File: src/rtl/tree_loader_if.sv
// Node stream in, sideband field writes and status out, between the upstream
// producer (master) and the loader (slave).
interface tree_loader_if #(
   parameter int NODE_SIZE        = 32,
   parameter int W_ADDR           = 10,
   parameter int MAX_DATA_WIDTH   = 12,
   parameter int MAX_CONFIG_WIDTH = 10
);
   logic                        in_valid;
   logic                        in_ready;
   logic [NODE_SIZE-1:0]        in_node;
   logic                        in_last;
   logic                        mem_par;
   logic                        mem_act;
   logic                        mem_rew;
   logic                        mem_weight;
   logic [W_ADDR-1:0]           mem_addr;
   logic [MAX_DATA_WIDTH-1:0]   mem_data;
   logic                        conf_nodes;
   logic [MAX_CONFIG_WIDTH-1:0] conf_data;
   logic                        busy;
   logic                        overflow_err;

   modport master (
      output in_valid, in_node, in_last,
      input  in_ready, mem_par, mem_act, mem_rew, mem_weight, mem_addr, mem_data,
             conf_nodes, conf_data, busy, overflow_err
   );

   modport slave (
      input  in_valid, in_node, in_last,
      output in_ready, mem_par, mem_act, mem_rew, mem_weight, mem_addr, mem_data,
             conf_nodes, conf_data, busy, overflow_err
   );
endinterface

File: src/rtl/tree_loader.sv
// Buffers packed node words and serialises each into four field writes,
// closing every frame with a config write carrying its node count.
module tree_loader #(
   parameter int NODE_SIZE        = 32,
   parameter int W_ADDR           = 10,
   parameter int MAX_DATA_WIDTH   = 12,
   parameter int MAX_CONFIG_WIDTH = 10,
   parameter int FIFO_DEPTH       = 4
) (
   input logic         clk,
   input logic         rst,
   tree_loader_if.slave bus
);
   localparam int AW = $clog2(FIFO_DEPTH);

   localparam logic [2:0] S_IDLE = 3'd0;
   localparam logic [2:0] S_PAR  = 3'd1;
   localparam logic [2:0] S_ACT  = 3'd2;
   localparam logic [2:0] S_REW  = 3'd3;
   localparam logic [2:0] S_WGT  = 3'd4;
   localparam logic [2:0] S_CONF = 3'd5;

   localparam logic [W_ADDR-1:0] CNT_MAX = '1;

   logic [NODE_SIZE-1:0]  fifo_mem [FIFO_DEPTH];
   logic [FIFO_DEPTH-1:0] fifo_last_q;
   logic [AW:0]           wr_ptr_q, rd_ptr_q;
   logic [AW-1:0]         wr_idx, rd_idx;
   logic                  fifo_full, fifo_empty, push, pop;

   logic [2:0]            state_q, state_d;
   logic [W_ADDR-1:0]     cnt_q, cnt_d;
   logic                  ovf_q, ovf_d;
   logic [NODE_SIZE-1:0]  hold_node_q;
   logic                  hold_last_q;

   assign wr_idx     = wr_ptr_q[AW-1:0];
   assign rd_idx     = rd_ptr_q[AW-1:0];
   assign fifo_empty = (wr_ptr_q == rd_ptr_q);
   assign fifo_full  = (wr_ptr_q[AW] != rd_ptr_q[AW]) && (wr_idx == rd_idx);

   assign bus.in_ready = !rst && !fifo_full;
   assign push         = bus.in_valid && bus.in_ready;

   // Node payload lives in RAM and is read synchronously into the holding register.
   always_ff @(posedge clk) begin
      if (push) fifo_mem[wr_idx] <= bus.in_node;
      if (pop)  hold_node_q      <= fifo_mem[rd_idx];
   end

   always_ff @(posedge clk) begin
      if (rst) begin
         wr_ptr_q    <= '0;
         rd_ptr_q    <= '0;
         state_q     <= S_IDLE;
         cnt_q       <= '0;
         ovf_q       <= 1'b0;
         hold_last_q <= 1'b0;
      end else begin
         if (push) begin
            wr_ptr_q            <= wr_ptr_q + 1'b1;
            fifo_last_q[wr_idx] <= bus.in_last;
         end
         if (pop) begin
            rd_ptr_q    <= rd_ptr_q + 1'b1;
            hold_last_q <= fifo_last_q[rd_idx];
         end
         state_q <= state_d;
         cnt_q   <= cnt_d;
         ovf_q   <= ovf_d;
      end
   end

   always_comb begin
      state_d = state_q;
      cnt_d   = cnt_q;
      ovf_d   = ovf_q;
      pop     = 1'b0;
      case (state_q)
         S_IDLE: pop = !fifo_empty;
         S_PAR:  state_d = S_ACT;
         S_ACT:  state_d = S_REW;
         S_REW:  state_d = S_WGT;
         S_WGT: begin
            cnt_d = cnt_q + 1'b1;
            if (hold_last_q) state_d = S_CONF;
            else if (fifo_empty) state_d = S_IDLE;
            else pop = 1'b1;
         end
         S_CONF: begin
            cnt_d = '0;
            if (fifo_empty) state_d = S_IDLE;
            else pop = 1'b1;
         end
         default: state_d = S_IDLE;
      endcase
      // cnt_d is the index the popped word would take; the last index is reserved.
      if (pop) begin
         if (cnt_d == CNT_MAX) begin
            ovf_d   = 1'b1;
            state_d = fifo_last_q[rd_idx] ? S_CONF : S_IDLE;
         end else begin
            state_d = S_PAR;
         end
      end
   end

   always_comb begin
      bus.mem_par    = 1'b0;
      bus.mem_act    = 1'b0;
      bus.mem_rew    = 1'b0;
      bus.mem_weight = 1'b0;
      bus.conf_nodes = 1'b0;
      bus.mem_data   = '0;
      bus.conf_data  = '0;
      bus.mem_addr   = cnt_q;
      case (state_q)
         S_PAR: begin
            bus.mem_par  = 1'b1;
            bus.mem_data = MAX_DATA_WIDTH'(hold_node_q[31:22]);
         end
         S_ACT: begin
            bus.mem_act  = 1'b1;
            bus.mem_data = MAX_DATA_WIDTH'(hold_node_q[21:19]);
         end
         S_REW: begin
            bus.mem_rew  = 1'b1;
            bus.mem_data = MAX_DATA_WIDTH'(hold_node_q[18:7]);
         end
         S_WGT: begin
            bus.mem_weight = 1'b1;
            bus.mem_data   = MAX_DATA_WIDTH'(hold_node_q[6:0]);
         end
         S_CONF: begin
            bus.conf_nodes = 1'b1;
            bus.conf_data  = MAX_CONFIG_WIDTH'(cnt_q);
         end
         default: ;
      endcase
   end

   assign bus.busy         = !fifo_empty || (state_q != S_IDLE);
   assign bus.overflow_err = ovf_q;
endmodule

File: src/flat_wrapper.sv
// flat-port wrapper written by rule: the top's interface ports become plain ports
module tree_loader_flat 
#(
   parameter int NODE_SIZE        = 32,
   parameter int W_ADDR           = 10,
   parameter int MAX_DATA_WIDTH   = 12,
   parameter int MAX_CONFIG_WIDTH = 10,
   parameter int FIFO_DEPTH       = 4
)
  (clk, rst, bus_in_valid, bus_in_node, bus_in_last, bus_in_ready, bus_mem_par, bus_mem_act, bus_mem_rew, bus_mem_weight, bus_mem_addr, bus_mem_data, bus_conf_nodes, bus_conf_data, bus_busy, bus_overflow_err);
  tree_loader_if #(.NODE_SIZE(NODE_SIZE), .W_ADDR(W_ADDR), .MAX_DATA_WIDTH(MAX_DATA_WIDTH), .MAX_CONFIG_WIDTH(MAX_CONFIG_WIDTH)) bus_i ();
  input logic clk;
  input logic rst;
  input wire logic [$bits(bus_i.in_valid)-1:0] bus_in_valid;
  input wire logic [$bits(bus_i.in_node)-1:0] bus_in_node;
  input wire logic [$bits(bus_i.in_last)-1:0] bus_in_last;
  output wire logic [$bits(bus_i.in_ready)-1:0] bus_in_ready;
  output wire logic [$bits(bus_i.mem_par)-1:0] bus_mem_par;
  output wire logic [$bits(bus_i.mem_act)-1:0] bus_mem_act;
  output wire logic [$bits(bus_i.mem_rew)-1:0] bus_mem_rew;
  output wire logic [$bits(bus_i.mem_weight)-1:0] bus_mem_weight;
  output wire logic [$bits(bus_i.mem_addr)-1:0] bus_mem_addr;
  output wire logic [$bits(bus_i.mem_data)-1:0] bus_mem_data;
  output wire logic [$bits(bus_i.conf_nodes)-1:0] bus_conf_nodes;
  output wire logic [$bits(bus_i.conf_data)-1:0] bus_conf_data;
  output wire logic [$bits(bus_i.busy)-1:0] bus_busy;
  output wire logic [$bits(bus_i.overflow_err)-1:0] bus_overflow_err;
  assign bus_i.in_valid = bus_in_valid;
  assign bus_i.in_node = bus_in_node;
  assign bus_i.in_last = bus_in_last;
  assign bus_in_ready = bus_i.in_ready;
  assign bus_mem_par = bus_i.mem_par;
  assign bus_mem_act = bus_i.mem_act;
  assign bus_mem_rew = bus_i.mem_rew;
  assign bus_mem_weight = bus_i.mem_weight;
  assign bus_mem_addr = bus_i.mem_addr;
  assign bus_mem_data = bus_i.mem_data;
  assign bus_conf_nodes = bus_i.conf_nodes;
  assign bus_conf_data = bus_i.conf_data;
  assign bus_busy = bus_i.busy;
  assign bus_overflow_err = bus_i.overflow_err;
  tree_loader #(.NODE_SIZE(NODE_SIZE), .W_ADDR(W_ADDR), .MAX_DATA_WIDTH(MAX_DATA_WIDTH), .MAX_CONFIG_WIDTH(MAX_CONFIG_WIDTH), .FIFO_DEPTH(FIFO_DEPTH)) u_core (.clk(clk), .rst(rst), .bus(bus_i));
endmodule
File: config.mk
export PLATFORM = sky130hd
export DESIGN_NAME = tree_loader_flat
export DESIGN_NICKNAME = d
export VERILOG_FILES = /design/src/rtl/tree_loader_if.sv /design/src/rtl/tree_loader.sv /design/src/flat_wrapper.sv
export SDC_FILE = /design/constraint.sdc
export NUM_CORES = 1
export LEC_CHECK = 0
export ABC_AREA = 1
export BUFFER_PORTS_ARGS = -buffer_cell sky130_fd_sc_hd__buf_4
export CORE_MARGIN = 5
export CORE_UTILIZATION = 25
export CTS_BUF_LIST = sky130_fd_sc_hd__clkbuf_8
export DETAILED_ROUTE_END_ITERATION = 6
export SLEW_MARGIN = 20
export SYNTH_ARGS = -nofsm -noshare
export SYNTH_HDL_FRONTEND = slang
export SYNTH_SLANG_ARGS = --single-unit
File: constraint.sdc
create_clock -name clk -period 7.98 [get_ports clk]
set_input_delay 0.399 -clock clk [delete_from_list [all_inputs] [get_ports clk]]
set_output_delay 0.399 -clock clk [all_outputs]
set_load 0.01 [all_outputs]
==> results by group <==
STA
  • Post-Route Setup TNS: 0 ns
  • Hold_ws: 0.1233 ns
  • Worst setup margin: roughly 4.5 ns
  • Max Fclk: 289.7 MHz
  • Max-slew violations: 0
  • Final worst path period share: 0.4326
  • Fin. Hold Viols: 0
  • RSZ-0062 raised after global routing: no
  • Relative slew slack: 0.2922
  • Setup Skew: 0.01927 ns
  • Final Setup Violations: 0
  • Min Tclk post-route: ~3.5 ns
  • Worst slew pin tran: 1.059 ns

Pwr
  • Combinational fraction of design power: 0.222
  • Worst vdd ir: 0.0001292 V
  • Net Sw Power: 0.7992 mW
  • Leakage: 3.138 nW
  • Seq pwr share: 0.518
  • Power per cell area: 279.3 nW/um^2
  • Pint: 1.660 mW
  • Clk pwr share: 0.261
  • Design Power: around 2.5 mW
  • Switching part of the total: 0.3250

Worst setup path
  • Crit Path Max Fanout: 35
  • CP Class: reg2reg
  • CP delay by family, top: simple AND/OR/NAND/NOR gates
  • Crit-path cells: clkinv_1 -> nand2_1 -> a21oi_1 -> nand2_1 -> nand3_1 -> nor2_4
  • CP max stage delay: approximately 0.99 ns
  • Bufs and invs on worst path: 1
  • CP endpoint kind: flip-flop
  • Critical path arrival: 3.54 ns
  • Most frequent CP cell: nand2_1
  • Worst-path cell with the longest stage delay: nor2_4
  • Req. time, crit path: 8.06 ns
  • CP Launch Type: flip-flop

Clock tree
  • CTS sink count: 185
  • TritonCTS clock tree: built
  • Post-CTS Setup Inserts: 0
  • CTS Root Cell: clkbuf_8
  • Worst-case clock buffer depth: 2
  • Total CTS buffers: 17
  • Post_cts resized: 0
  • Clock Latency Late Sink: ~0.46 ns
  • H-tree level count: 4
  • CTS Hold Bufs: 0
  • CTS clk-pin slew, worst paths: 0.11 ns

Drt
  • ANT nets after route: 0
  • DR WL/cell: 15.50 um
  • DRC Markers: 0
  • DR pass1 iterations: 5
  • Met1 WL: between 7 and 8 mm
  • Vias: 4,727
  • Final WL: 16.68 mm
  • Met2 wire length: 7.750 mm
  • Via/cell ratio: 4.393
  • Highest routed metal layer: met4
  • Initial DRC Count: 286
  • Routed met3 length: ~1.0 mm

Global routing
  • Initial antenna violation count: 0
  • First-pass GRT wire length: 25.32 mm
  • Vias in the first global route: 4,404
  • Largest net degree at the start of global routing: 70
  • GRT Total Usage: 0.09891
  • Grt ovf: 0

Job
  • Max cap viols: 0

Die
  • Die area: 33,020 um^2
  • Core box area: about 29,000 um^2
  • FP Rows: 62
  • I/O Pins: 76
  • Starting Density: 0.2547
  • Die width: 181.7 um
  • Die H: 181.7 um

Placement
  • PortBufs: 75
  • Routability cong.: 0.7623
  • Placed inst area: 8368 um^2
  • Dpl cells: 1,043
  • Pre-CTS setup slack: between 4 and 5 ns
  • HPWL Detailed: 10.54 mm

Layout
  • Fill count: between 2,000 and 3,000
  • Nets: around 720
  • Area delta synth->final: 19.44%
  • Non-filler cells, final: 1,076
  • Commonest non-fill, non-tap cell in the layout: edfxtp_1
  • Finished Cell Area: 8803 um^2
  • Commonest cells after routing, fill and taps aside: edfxtp_1 (164), nor2_1 (97), buf_4 (81), o21ai_0 (72), nand2_1 (65)
  • N_diodes: 0
  • Final Util: 0.3042
  • Layout cells sized above 1: 0.1980

Yosys
  • Seq/Total Area, Yosys: 0.7252
  • Top cells by area, synth: edfxtp_1 (67%), dfxtp_1 (5.7%), nor2_1 (5.1%)
  • Cells after Synth: 606
  • Post-synth top area share: 0.6681
  • Unique masters post-synth: 34
  • Synthesized flop and latch total: 185
  • Area leader, netlist: edfxtp_1
  • Syn_nets: 648
  • Netlist Area Pre-Place: 7371 um^2
  • Avg Cell Area, Syn: 12.16 um^2
  • Synth warnings: 0

Status
  • Status: finished clean

Worst hold path
  • Hold Path Class: in2reg
==> cell usage after synthesis <==
| library cell | number |
|---|---|
| dfxtp_1 | 21 |
| clkbuf_1 | 21 |
| a22o_1 | 3 |
| a21oi_1 | 14 |
| nand3_2 | 1 |
| a21oi_2 | 1 |
| o21ai_1 | 1 |
| nor3_4 | 1 |
| o21a_1 | 2 |
| buf_2 | 4 |
| o22ai_1 | 33 |
| inv_1 | 46 |
| xor2_1 | 1 |
| inv_2 | 2 |
| nor3_1 | 3 |
| nor2_2 | 1 |
| a22oi_1 | 1 |
| nand4_2 | 1 |
| nand3_1 | 20 |
| nand2_4 | 2 |
| ha_1 | 6 |
| nand2_2 | 4 |
| buf_8 | 1 |
| and3_1 | 1 |
| buf_4 | 1 |
| nor2_1 | 101 |
| nand2_1 | 65 |
| nand4_1 | 6 |
| o211ai_2 | 1 |
| o21ai_0 | 72 |
| buf_6 | 1 |
| nor2_4 | 3 |
| xnor2_1 | 1 |
| edfxtp_1 | 164 |
==> layer usage <==
layer,vias to the layer above,GRT usage
li1,2285,-
met4,0,0.02702
met1,2289,0.1362
met2,145,0.1553
met5,-,0
met3,8,0.02561
==> worst register-to-register path: cells and delay by family (launching register included) <==
family	cells	cell delay, ns
buffers and inverters	1	0.78
flip-flops	1	0.35
AND/OR/NAND/NOR	4	1.82
AO/OA/AOI/OAI	1	0.11
==> kinds of logic (layout without fill, tap and decap cells) <==
kind of cell               after synthesis  count (layout)  share of synthesized area
adders and majority gates                6               6                    0.01018
AOI/OAI and AO/OA                      128             128                    0.09659
xor gates and xnor gates                 2               2                   0.002377
buffers and inverters                   76             162                    0.04244
and+or+nand+nor                        209             209                     0.1232
DFF                                    185             185                     0.7252
==> area by class of cell <==
cell class                 instances  area, um^2  area share
clock inverter                    15       173.9     0.01976
inverter                          48       180.2     0.02047
timing repair buffer              82       635.6     0.07220
multi-input combinational        345        1753      0.1991
clock buffer                      17       234.0     0.02658
sequential                       185        5346      0.6073
tap                              384       480.5     0.05458
==> power by group through the flow <==
| stage | registers (mW) | logic, mW | clock network, mW |
|---|---|---|---|
| 5_1_grt | 1.28 | 0.602 | 0.697 |
| 2_1_floorplan | 1.28 | 0.342 | 0 |
| 3_5_place_dp | 1.30 | 0.551 | 0 |
| 4_1_cts | 1.27 | 0.551 | 0.649 |
| 3_3_place_gp | 1.29 | 0.539 | 0 |
| 6_report | 1.27 | 0.545 | 0.641 |
==> path summary, 6_finish.rpt <==
path,cells after the start,endpoint,start,slack [ns]
max,6,u_core.fifo_mem[1][7],u_core.rd_ptr_q[1],4.53
min,1,u_core.fifo_mem[0][15],bus_in_node[15],0.12
max reg2reg,6,u_core.fifo_mem[1][7],u_core.rd_ptr_q[1],4.53
min reg2reg,2,u_core.bus.overflow_err,u_core.bus.overflow_err,0.46
==> sequential cells by signal (all words and copies together) (netlist names) <==
register                 cells
u_core.rd_ptr_q              3
u_core.bus.overflow_err      1
u_core.hold_node_q          32
u_core.fifo_last_q           4
u_core.wr_ptr_q              3
u_core.bus.mem_addr         10
u_core.state_q               3
u_core.fifo_mem            128
u_core.hold_last_q           1
Power figures use the tool's default switching activity.
